[src/rtl/game_table_lcd_scanner.sv]
// Renders the 10x10 game table into a page-organised 64x64 monochrome LCD frame
// and streams it one byte per beat over valid/ready, from a snapshot taken at frame start.
module game_table_lcd_scanner #(
  parameter int CELL_PX   = 6,
  parameter int GRID      = 10,
  parameter int LCD_PAGES = 8,
  parameter int LCD_COLS  = 64
) (
  input  logic                 clk_40M,
  input  logic                 rst,
  input  logic [GRID*GRID-1:0] game_table,
  input  logic                 frame_req,
  output logic                 out_valid,
  input  logic                 out_ready,
  output logic [2:0]           out_page,
  output logic [6:0]           out_col,
  output logic [7:0]           out_data,
  output logic                 frame_busy,
  output logic                 frame_done
);
  localparam int CS_W = $clog2(CELL_PX);
  localparam int CX_W = $clog2(GRID + 1);

  typedef enum logic [1:0] {IDLE, LOAD, SEND, DONE} state_t;
  state_t state, state_nxt;

  logic [GRID*GRID-1:0]         snap;
  logic [2:0]                   pg;   // next beat to load into the output register
  logic [6:0]                   cl;
  logic [CX_W-1:0]              cx;   // cl / CELL_PX, saturates at GRID in the blank margin
  logic [CS_W-1:0]              cs;   // cl % CELL_PX
  logic [GRID-1:0]              col_bits;
  logic [LCD_PAGES-1:0][7:0]    byte_lut;
  logic [7:0]                   pix_byte;
  logic                         accept, last;

  assign accept     = out_valid && out_ready;
  assign last       = (out_page == 3'(LCD_PAGES-1)) && (out_col == 7'(LCD_COLS-1));
  assign frame_busy = (state != IDLE);

  // One bit per cell row for the current cell column; blank columns never index snap.
  always_comb begin
    col_bits = '0;
    if (cx < CX_W'(GRID))
      for (int r = 0; r < GRID; r++) col_bits[r] = snap[r*GRID + int'(cx)];
  end

  // Pixel row -> cell row is a constant per (page, bit), so no divider is needed.
  for (genvar p = 0; p < LCD_PAGES; p++) begin : g_page
    for (genvar k = 0; k < 8; k++) begin : g_bit
      localparam int Y = p*8 + k;
      if (Y < GRID*CELL_PX) begin : g_on
        assign byte_lut[p][k] = col_bits[Y/CELL_PX];
      end else begin : g_off
        assign byte_lut[p][k] = 1'b0;
      end
    end
  end
  assign pix_byte = byte_lut[pg];

  always_ff @(posedge clk_40M or posedge rst)
    if (rst) state <= IDLE;
    else     state <= state_nxt;

  always_comb begin
    state_nxt = state;
    case (state)
      IDLE:    if (frame_req) state_nxt = LOAD;
      LOAD:    state_nxt = SEND;
      SEND:    if (accept && last) state_nxt = DONE;
      DONE:    state_nxt = IDLE;
      default: state_nxt = IDLE;
    endcase
  end

  always_ff @(posedge clk_40M or posedge rst) begin
    if (rst) begin
      snap       <= '0;
      pg         <= '0;
      cl         <= '0;
      cx         <= '0;
      cs         <= '0;
      out_valid  <= 1'b0;
      out_page   <= '0;
      out_col    <= '0;
      out_data   <= '0;
      frame_done <= 1'b0;
    end else begin
      frame_done <= (state == SEND) && accept && last;
      case (state)
        LOAD: begin
          snap      <= game_table;
          pg        <= '0;
          cl        <= '0;
          cx        <= '0;
          cs        <= '0;
          out_valid <= 1'b0;
        end
        SEND: begin
          if (accept && last) begin
            out_valid <= 1'b0;
          end else if (!out_valid || accept) begin
            out_valid <= 1'b1;
            out_page  <= pg;
            out_col   <= cl;
            out_data  <= pix_byte;
            if (cl == 7'(LCD_COLS-1)) begin
              cl <= '0;
              pg <= pg + 3'd1;
              cx <= '0;
              cs <= '0;
            end else begin
              cl <= cl + 7'd1;
              if (cs == CS_W'(CELL_PX-1)) begin
                cs <= '0;
                cx <= cx + CX_W'(1);
              end else begin
                cs <= cs + CS_W'(1);
              end
            end
          end
        end
        default: ;
      endcase
    end
  end
endmodule

[config.mk]
export PLATFORM = sky130hd
export DESIGN_NAME = game_table_lcd_scanner
export DESIGN_NICKNAME = d
export VERILOG_FILES = /design/src/rtl/game_table_lcd_scanner.sv
export SDC_FILE = /design/constraint.sdc
export NUM_CORES = 1
export LEC_CHECK = 0
export BUFFER_PORTS_ARGS = -buffer_cell sky130_fd_sc_hd__buf_2
export CAP_MARGIN = 15
export CELL_PAD_IN_SITES_DETAIL_PLACEMENT = 1
export CELL_PAD_IN_SITES_GLOBAL_PLACEMENT = 1
export CORE_MARGIN = 5
export CORE_UTILIZATION = 45
export DETAILED_ROUTE_END_ITERATION = 10
export GPL_ROUTABILITY_DRIVEN = 0
export GPL_TIMING_DRIVEN = 1
export PLACE_DENSITY = 0.83
export SETUP_SLACK_MARGIN = 0.1
export SYNTH_ARGS = -nofsm -noshare
export SYNTH_HDL_FRONTEND = slang
export SYNTH_SLANG_ARGS = --single-unit
[constraint.sdc]
create_clock -name clk_40M -period 9.6 [get_ports clk_40M]
set_input_delay 0.48 -clock clk_40M [delete_from_list [all_inputs] [get_ports clk_40M]]
set_output_delay 0.48 -clock clk_40M [all_outputs]
set_load 0.02 [all_outputs]
==> key figures, run 1 <==
Clocking
  – Maximum clock path buffer count: 2
  – Buffer count from post-CTS setup fixing: 0
  – TritonCTS Buffers: 17
  – Root Buffer: clkbuf_16
  – PostCTS Resize Cnt: 0
  – H-tree Lvls: 4
  – CTS clk-pin slew, worst paths: 60 ps
  – CTS tree: built
  – Hold-fix buffers, CTS: 0
  – Clk Latency, worst-skew pair: roughly 430 ps
  – Clock sink count: 135

Place
  – Post-detail-place hpwl: ~16000 um
  – IO Port Bufs: ~120

Power and ir drop
  – Leakage: just under 4 nW
  – Peak supply drop: ~0.24 mV
  – Pwr per Cell Area: about 310 nW/um2

Synth
  – Synth Cell Area: 7940 um2
  – Yosys warns: 0
  – Synth async-reset ratio: 100%
  – Seq/Total Area, Yosys: approximately 43%
  – Yosys cell types: 68
  – Post-Syn Nets: between 700 and 800
  – Yosys reg bits: about 140
  – Main synth FF type: dfrtp_1
  – Post-synth EDFFs: 0
  – Gate count of the mapped netlist: approximately 650
  – Syn_area_per_cell: about 12 um2

Drt
  – DR DRC count: 0
  – ANT nets after route: 0
  – Post-DR vias/cell: 6.06
  – Drt total wl: approximately 23000 um
  – Vias after detailed routing: 6003
  – First DRT Iteration DRCs: 430
  – Wire length per cell: 23.1 um
  – DRT Pass-1 Iters: 4

Die
  – # IOs: 125
  – Cell Rows: between 40 and 50
  – Initial core utilization: roughly 46%
  – Floorplan Core Area: 17300 um2
  – Die height: roughly 140 um
  – DIE WIDTH: roughly 140 um
  – Die ar.: 20400 um2

Critical path
  – Worst-path cell chain: clkinv_1, ha_1, mux4_2, and2_0, a2111oi_0, nor3_1, a2111o_1, nor3b_1, a311oi_1
  – Slowest cell delay on critical path: between 1000 and 1500 ps
  – Critical-path top delay cell: ha_1
  – Worst path arrival time: around 5000 ps
  – CP Launch Type: register
  – WS Path Type: register to register
  – Crit path required time: slightly below 10000 ps
  – CP Max Fanout: 29
  – CP endpoint kind: register

GRT
  – Initial antenna violation count: 0
  – First-pass GRT wire length: roughly 37000 um
  – Largest net degree at the start of global routing: 73
  – Total GRT Usage: between 20% and 30%
  – Grt ovf: 0
  – Vias in the first global route: 6677

STA
  – Max Fclk: a little over 200 MHz
  – RSZ-0062 raised after global routing: false
  – Final Cycle Share: roughly half
  – Final setup TNS: 0 ps
  – Clock Skews: between 10 and 15 ps
  – Fin. Hold Viols: 0
  – Slew @ Worst Pin: 1200 ps
  – Slew Limit Headroom: about a fifth
  – WHS: approximately 230 ps
  – Max Slew Vio Count: 0
  – Setup violators final: 0
  – Final min period: 4870 ps

Run status
  – Status: finished, final reports clean

Final layout
  – Fin nets: 874
  – Final core occ: 53.7%
  – Share of layout cells above drive strength 1: roughly two fifths
  – N_diodes: 0
  – Filler instances: ~1800
  – Area delta synth->final: 16.8%
  – Reg area: ~3400 um2
  – Multi-input logic area: about 4200 um2

Job
  – Max Cap Viol: 0

Hold path
  – Hold WC Path Type: input port to async pin
-- final cells by class --
class / count / area share, %
multi-input combinational: 450 / 45.8
sequential: 135 / 36.5
timing repair buffer: 128 / 7.01
clock buffer: 19 / 4.77
tap: 225 / 3.03
clock inverter: 13 / 2.09
inverter: 21 / 0.876
-- cells in the final DEF (no fill, tap or decap), drive strengths merged, types with 5 or more instances in the layout --
cell and n:
inv 24, nor2b 5, o22ai 6, a211oi 6
buf 128, nand3 17, nor2 21, clkinv 5
mux4 50, a21oi 13, dfrtp 135, clkbuf 19
o21ai 23, and2 5, mux2i 31, ha 17
nand2 71, nand2b 7, mux2 107
-- through the flow --
| stage | power [mW] | std cells | setup slack [ps] | cell area, um2 |
|---|---|---|---|---|
| detailed placement | 2.16 | 959 | 4930 | 8640 |
| floorplan | 1.83 | 652 | 5510 | 7940 |
| finish | 2.90 | 991 | 4730 | 9280 |
| CTS | 2.91 | 991 | 4870 | 9280 |
| global route | 3.05 | 991 | 4510 | 9280 |
| global placement | 2.07 | 959 | 5170 | 8640 |
-- report_power, final --
part	switching (mW)	internal [mW]	total, mW
Combinational	0.506	0.580	1.09
Clock	0.265	0.446	0.711
Sequential	0.277	0.825	1.10
Total	1.05	1.85	2.90
-- per-layer routing --
metal	global-route usage (%)	vias up	wire length, um
met5	0	-	0
li1	-	2635	-
met3	5.83	59	1310
met4	9.50	0	715
met2	39.6	233	11800
met1	27.8	3076	8990
-- worst max-delay path, delay by kind of cell (launching register included) --
family                   cells  cell delay [ps]
AO/OA/AOI/OAI                3             1030
adder cells (fa/ha/maj)      1             1260
AND/OR/NAND/NOR              3              500
buffers and inverters        1              570
flip-flops                   1              930
multiplexers                 1              410
-- cell families after synthesis --
| group | after synthesis | share of synthesized area [%] |
|---|---|---|
| muxes | 188 | 33.5 |
| and+or+nand+nor | 153 | 9.09 |
| DFF | 135 | 42.5 |
| AOI/OAI and AO/OA | 88 | 7.56 |
| buffers and inverters | 67 | 4.17 |
| adders and majority gates | 17 | 2.68 |
| xor gates and xnor gates | 4 | 0.441 |
-- registers in the layout (all words and copies together), names as in the netlist --
name / count
out_data: 4
cs: 3
out_col: 7
pg: 3
frame_done: 1
cl: 7
out_valid: 1
out_page: 3
cx: 4
state: 2
snap: 100
-- cells in the mapped netlist (all sizes together) (4+ instances only) --
cell	number	area share (%)
a211oi	6	0.63
and2	5	0.39
o22ai	6	0.47
a22o	4	0.44
nor2	21	0.99
clkbuf	22	1.0
dfrtp	135	43
nand2b	7	0.55
nor2b	5	0.39
a21oi	13	0.82
nor3	4	0.25
inv	20	0.95
nand3	17	1.1
o21ai	23	1.4
mux4	50	14
nand2	71	3.4
buf	24	2.1
a22oi	4	0.38
mux2i	31	3.9
mux2	107	15
ha	17	2.7
-- path summary, 6_finish.rpt --
| check | end | from | cells after the start | slack [ps] |
|---|---|---|---|---|
| max | out_data[5] | cx[2] | 9 | 4730 |
| min | cs[2] | rst | 2 | 230 |
| max reg2reg | out_data[5] | cx[2] | 9 | 4730 |
| min reg2reg | cs[1] | cs[1] | 1 | 490 |
| max in group asynchronous | snap[83] | rst | 3 | 7960 |
| min in group clk_40M | snap[56] | game_table[56] | 2 | 280 |
Note: power is estimated with default switching activity, not from simulation.
==> run 2, diff against run 1 <==
- clock period: 9.6 -> 5 ns (I/O delays scaled with it)
==> run 2 against run 1 <==
Sequential power is 94% higher; critical path type unchanged; core utilization is 0.18 points higher; flip-flop and latch count stayed put; cell count is 0.30% higher; global-route usage is 0.57 points lower; worst hold slack worse by 220 ps; power is 92% higher; clock power is 94% higher; largest power group unchanged.
==> key figures, run 2 (synthesis gave the netlist of run 1 again) <==
Run status
  – Status: finished, final reports clean

Drt
  – WL met1: 9000 um (+0.14%)
  – Drt total wl: 22200 um (-3.1%)
  – Post-DR vias/cell: 5.99 (-1.1%)
  – DR DRC count: 0 (unchanged)
  – Vias after detailed routing: 5955 (-0.80%)
  – Top layer in use: met4
  – Met3 wire length: 1100 um (-16%)
  – Wire length per cell: 22.3 um (-3.4%)
  – DRT Pass-1 Iters: 4 (unchanged)
  – ANT nets after route: 0 (unchanged)
  – Routed length on met2: 11400 um (-4.1%)
  – First DRT Iteration DRCs: 332 (-23%)

GRT
  – Grt ovf: 0 (unchanged)
  – First-pass GRT wire length: 35900 um (-1.7%)
  – Largest net degree at the start of global routing: 69 (-5.5%)
  – Vias in the first global route: 6583 (-1.4%)
  – Initial antenna violation count: 0 (unchanged)
  – Total GRT Usage: 22.5% (-0.57 points)

Final layout
  – Top Registers: snap x100, cl x7, out_col x7
  – Final core occ: 53.8% (+0.18 points)
  – Area delta synth->final: 17.2%
  – Most common cell after layout, fill and taps aside: dfrtp_1
  – Largest register FFs: 100 (unchanged)
  – N_diodes: 0 (unchanged)
  – Share of layout cells above drive strength 1: 41.5% (about the same)
  – Fin nets: 877 (+0.34%)
  – Biggest register: snap
  – Leading cell types in the layout, fill and taps excluded: dfrtp_1, buf_2, mux2_2

Die
  – Die ar.: 20400 um2 (unchanged)
  – Cell Rows: 48 (unchanged)
  – DIE WIDTH: 143 um (unchanged)
  – Floorplan Core Area: 17300 um2 (unchanged)
  – Initial core utilization: 45.9% (unchanged)
  – # IOs: 125 (unchanged)
  – Die height: 143 um (unchanged)

Hold path
  – Hold WC Path Type: input port to async pin

STA
  – Final Cycle Share: 74.5% (+24 points)
  – Slew @ Worst Pin: 871 ps (-325 ps)
  – RSZ-0062 raised after global routing: false
  – Max Slew Vio Count: 0 (unchanged)
  – Slew Limit Headroom: 42.0% (+22 points)
  – Max Fclk: 269 MHz (+31%)
  – Final setup TNS: 0 ps (unchanged)
  – WHS: 7.57 ps (-224 ps)
  – Clock Skews: 12.5 ps (-0.323 ps)
  – Final min period: 3720 ps (-1140 ps)
  – Setup violators final: 0 (unchanged)
  – Fin. Hold Viols: 0 (unchanged)

Critical path
  – CP endpoint kind: register
  – CP Launch Point: cx[1]
  – R2R depth: 10 (+1)
  – Worst path arrival time: 3990 ps (-1140 ps)
  – Worst flop-to-flop path endpoint: out_data[5]
  – CP Launch Type: register
  – Reg2reg setup slack: 1280 ps (-3460 ps)
  – WS Path Type: register to register
  – CP Max Fanout: 29 (unchanged)
  – Reg-to-reg startpoint: cx[1]
  – Crit path required time: 5260 ps (-4610 ps)
  – Crit path to: out_data[5]

Job
  – Max Cap Viol: 0 (unchanged)

Clocking
  – Hold-fix buffers, CTS: 0 (unchanged)
  – H-tree Lvls: 4 (unchanged)
  – TritonCTS Buffers: 17 (unchanged)
  – Root Buffer: clkbuf_16
  – Maximum clock path buffer count: 2 (unchanged)
  – Clock sink count: 135 (unchanged)
  – Buffer count from post-CTS setup fixing: 0 (unchanged)
  – CTS tree: built
  – Clk Latency, worst-skew pair: 430 ps (about the same)
  – CTS clk-pin slew, worst paths: 60 ps (about the same)
  – PostCTS Resize Cnt: 0 (unchanged)

Power and ir drop
  – Leakage: 3.92 nW (+0.60%)
  – Total power: 5.57 mW (+92%)
  – Peak supply drop: 0.292 mV (+23%)
  – Pwr per Cell Area: 598 nW/um2 (+91%)

Place
  – IO Port Bufs: 124 (unchanged)
  – Post-detail-place hpwl: 16200 um (+1.9%)
run 2: critical path, stage by stage (launching register included):
cell and delay (ps):
dfrtp_4 670, inv_1 240, ha_1 630, buf_4 350, mux4_2 340, mux2_2 270
o22ai_1 150, nor4b_1 90, a2111o_1 460, nor3b_1 260, a311oi_1 80
run 2: cell type report:
cell class              count  area, um2
fillers                  1831       7990
multi-input cells         450       4250
flip-flops and latches    135       3380
repair buffers            131        673
clock buffers              21        450
well taps                 225        282
clock inverters            11        195
inverters                  21       81.3
run 2: stage by stage:
| step | setup WS, ps | std cells | cell area [um2] |
|---|---|---|---|
| global route | 1050 | 994 | 9310 |
| detailed placement | 1350 | 962 | 8670 |
| floorplan | 1140 | 652 | 7940 |
| CTS | 1310 | 994 | 9310 |
| global placement | 1520 | 962 | 8670 |
| finish | 1280 | 994 | 9310 |
run 2: power by group:
group          internal [mW]  leakage [nW]  switching [mW]
clock network          0.901         0.316           0.479
logic                   1.11          1.97           0.948
registers               1.58          1.64           0.542
run 2: worst min path at each step:
stage | slack (ps) | cells past startpoint | endpoint | from
floorplan | 400 | 1 | snap[0] | game_table[0]
global placement | 470 | 1 | cs[1] | cs[1]
detailed placement | 490 | 2 | state[1] | rst
CTS | 40 | 2 | frame_done | rst
global route | 50 | 2 | snap[49] | game_table[49]
finish | 8 | 2 | cl[0] | rst
run 2: routing by layer:
metal  up-vias  global-route usage, %
met5         -                      0
met4         0                   9.45
met3        59                   5.09
met2       183                   38.4
met1      3066                   27.6
li1       2647                      -
==> run 3, diff against run 2 <==
- CORE_UTILIZATION: 45 -> 42
- PLACE_DENSITY: 0.83 -> 0.81
- clock period: 5 -> 3.3 ns (I/O delays scaled with it)
==> run 3 against run 2 <==
Clock skew up 1.7 ps; global-route usage up 2.4 points; cell count up 12%; worst setup slack worse by 1000 ps; critical path type unchanged; largest cell class unchanged.
==> key figures, run 3 (synthesis gave the netlist of run 1 again) <==
Critical path
  – Slowest cell delay on critical path: 570 ps (-100 ps)
  – CP Launch Point: cx[1]
  – CP Launch Type: register
  – CP endpoint kind: register
  – Critical-path top delay cell: or4_1
  – WS Path Type: register to register
  – Worst path arrival time: 3350 ps (-640 ps)
  – Crit path required time: 3620 ps (-1640 ps)
  – Worst-path cell chain: inv_1, ha_1, buf_4, nor2_1, a22oi_1, a311oi_1, or4_1, o311ai_1, a211oi_1, o31ai_1
  – CP Max Fanout: 15 (-48%)
  – Reg-to-reg startpoint: cx[1]

GRT
  – Largest net degree at the start of global routing: 70 (+1.4%)
  – Total GRT Usage: 24.9% (+2.4 points)
  – Vias in the first global route: 7419 (+13%)
  – Grt ovf: 0 (unchanged)
  – First-pass GRT wire length: 42200 um (+18%)
  – Initial antenna violation count: 0 (unchanged)

Clocking
  – TritonCTS Buffers: 17 (unchanged)
  – H-tree Lvls: 4 (unchanged)
  – Buffer count from post-CTS setup fixing: 0 (unchanged)
  – Clk Latency, worst-skew pair: 430 ps (about the same)
  – CTS tree: built
  – Root Buffer: clkbuf_16
  – Clock sink count: 135 (unchanged)
  – CTS clk-pin slew, worst paths: 60 ps (about the same)
  – Maximum clock path buffer count: 2 (unchanged)

Hold path
  – Hold_sp: game_table[84]
  – Hold WC Path Type: input port to register

Die
  – Floorplan Core Area: 18600 um2 (+7.8%)
  – Cell Rows: 50 (+4.2%)
  – Initial core utilization: 42.6% (-3.3 points)
  – # IOs: 125 (unchanged)
  – Die ar.: 21800 um2 (+6.6%)
  – DIE WIDTH: 148 um (+3.3%)
  – Die height: 148 um (+3.3%)

STA
  – Max Slew Vio Count: 0 (unchanged)
  – Fin. Hold Viols: 0 (unchanged)
  – Final setup TNS: 0 ps (unchanged)
  – Final Cycle Share: 91.8% (+17 points)
  – Clock Skews: 14.2 ps (+1.67 ps)
  – Setup ws final: 270 ps (-1010 ps)
  – Slew @ Worst Pin: 998 ps (+128 ps)
  – Slew Limit Headroom: 33.3% (-8.6 points)
  – RSZ-0062 raised after global routing: true
  – Final min period: 3030 ps (-693 ps)
  – Setup violators final: 0 (unchanged)
  – Max Fclk: 330 MHz (+23%)

Final layout
  – Layout Cell Area excl Fill: 10400 um2 (+12%)
  – N_diodes: 0 (unchanged)
  – Most common cell after layout, fill and taps aside: dfrtp_1
  – Fin nets: 992 (+13%)
  – Biggest register: snap
  – Share of layout cells above drive strength 1: 38.4% (-3.1 points)
  – Top Registers: snap x100, cl x7, out_col x7
  – Largest register FFs: 100 (unchanged)
  – Leading cell types in the layout, fill and taps excluded: dfrtp_1, buf_2, mux2_2
  – Area delta synth->final: 31.2%

Place
  – Setup WS pre-CTS: 382 ps (-965 ps)
  – IO Port Bufs: 124 (unchanged)
  – Placed Area: 8830 um2 (+1.9%)
  – Post-detail-place hpwl: 17000 um (+4.8%)

Drt
  – DR DRC count: 0 (unchanged)
  – Vias after detailed routing: 6546 (+9.9%)
  – ANT nets after route: 0 (unchanged)
  – Post-DR vias/cell: 5.86 (-2.2%)
  – Wire length per cell: 23.8 um (+6.9%)
  – DRT Pass-1 Iters: 4 (unchanged)
  – First DRT Iteration DRCs: 412 (+24%)
  – Drt total wl: 26600 um (+20%)

Run status
  – Status: finished, final reports clean

Job
  – Max Cap Viol: 0 (unchanged)

Power and ir drop
  – P_sw: 3.21 mW (+63%)
  – Logic pwr share: 39.4% (+2.4 points)
  – Pwr per Cell Area: 821 nW/um2 (+37%)
  – Cell internal pwr: 5.35 mW (+49%)
  – Peak supply drop: 0.396 mV (+36%)
  – Flop pwr share: 38.4% (+0.2 points)
  – Sw Ratio: 37.5% (+2.1 points)
  – Leakage: 4.39 nW (+12%)
  – Clock power share: 22.3% (-2.5 points)
[run 3: cell count changes in the layout (fill, tap and decap cells not counted), moves of 2 or more]
cell	change
dlygate4sd3_1	+100
buf_4	+12
buf_12	+3
bufinv_16	-3
clkinv_2	+3
clkbuf_1	-3
inv_6	-2
clkinvlp_4	+4
[run 3: worst paths after layout]
kind / endpoint / slack, ps / cells past startpoint
setup / recovery: out_data[1] / 270 / 10
hold / removal: snap[84] / 30 / 2
setup reg to reg: out_data[1] / 270 / 10
hold reg to reg: out_col[6] / 510 / 2
max in group asynchronous: out_page[2] / 1750 / 4
min in group asynchronous: cl[5] / 500 / 3
[run 3: metal layers]
| layer | track usage (%) | up-vias | share of wire [%] |
|---|---|---|---|
| met3 | 5.36 | 79 | 5.6 |
| met5 | 0 | - | 0 |
| met2 | 45.0 | 252 | 53 |
| li1 | - | 2871 | - |
| met1 | 28.2 | 3344 | 38 |
| met4 | 11.2 | 0 | 3.8 |
[run 3: power by group through the flow]
stage / Sequential, mW / Combinational [mW] / Clock [mW]
2_1_floorplan: 2.88 / 2.44 / 0
3_3_place_gp: 3.12 / 3.00 / 0
3_5_place_dp: 3.22 / 3.15 / 0
4_1_cts: 3.21 / 3.29 / 1.92
5_1_grt: 3.35 / 3.61 / 2.02
6_report: 3.28 / 3.37 / 1.90
[run 3: area by class of cell]
type,count,area (um2)
well taps,234,293
fillers,1926,8220
inverters,21,83.8
repair buffers,246,1820
clock buffers,19,453
clock inverters,12,129
multi-input cells,450,4260
flip-flops and latches,135,3380
[run 3: repair_timing]
action                                 4_1_cts  5_1_grt
endpoints found under the hold margin      108        0
gates resized for setup                      0        2
hold buffers                               100        0
setup endpoints to repair                    0        3
[run 3: worst max-delay path, delay by kind of cell (launching register included)]
| kind | cells | cell delay, ps |
|---|---|---|
| AOI/OAI and AO/OA | 5 | 1040 |
| and+or+nand+nor | 2 | 670 |
| DFF | 1 | 450 |
| adders and majority gates | 1 | 420 |
| buffers and inverters | 2 | 350 |
[run 3: per-stage QoR]
| stage | util [%] | power [mW] | std cells | hold slack, ps |
|---|---|---|---|---|
| 2_1_floorplan | - | 5.33 | 652 | 317 |
| 3_3_place_gp | 47.4 | 6.13 | 986 | 397 |
| 3_5_place_dp | 47.4 | 6.37 | 986 | 400 |
| 4_1_cts | 55.9 | 8.42 | 1117 | 0.474 |
| 5_1_grt | 55.9 | 8.97 | 1117 | 13.5 |
| 6_report | 55.9 | 8.56 | 1117 | 26.8 |
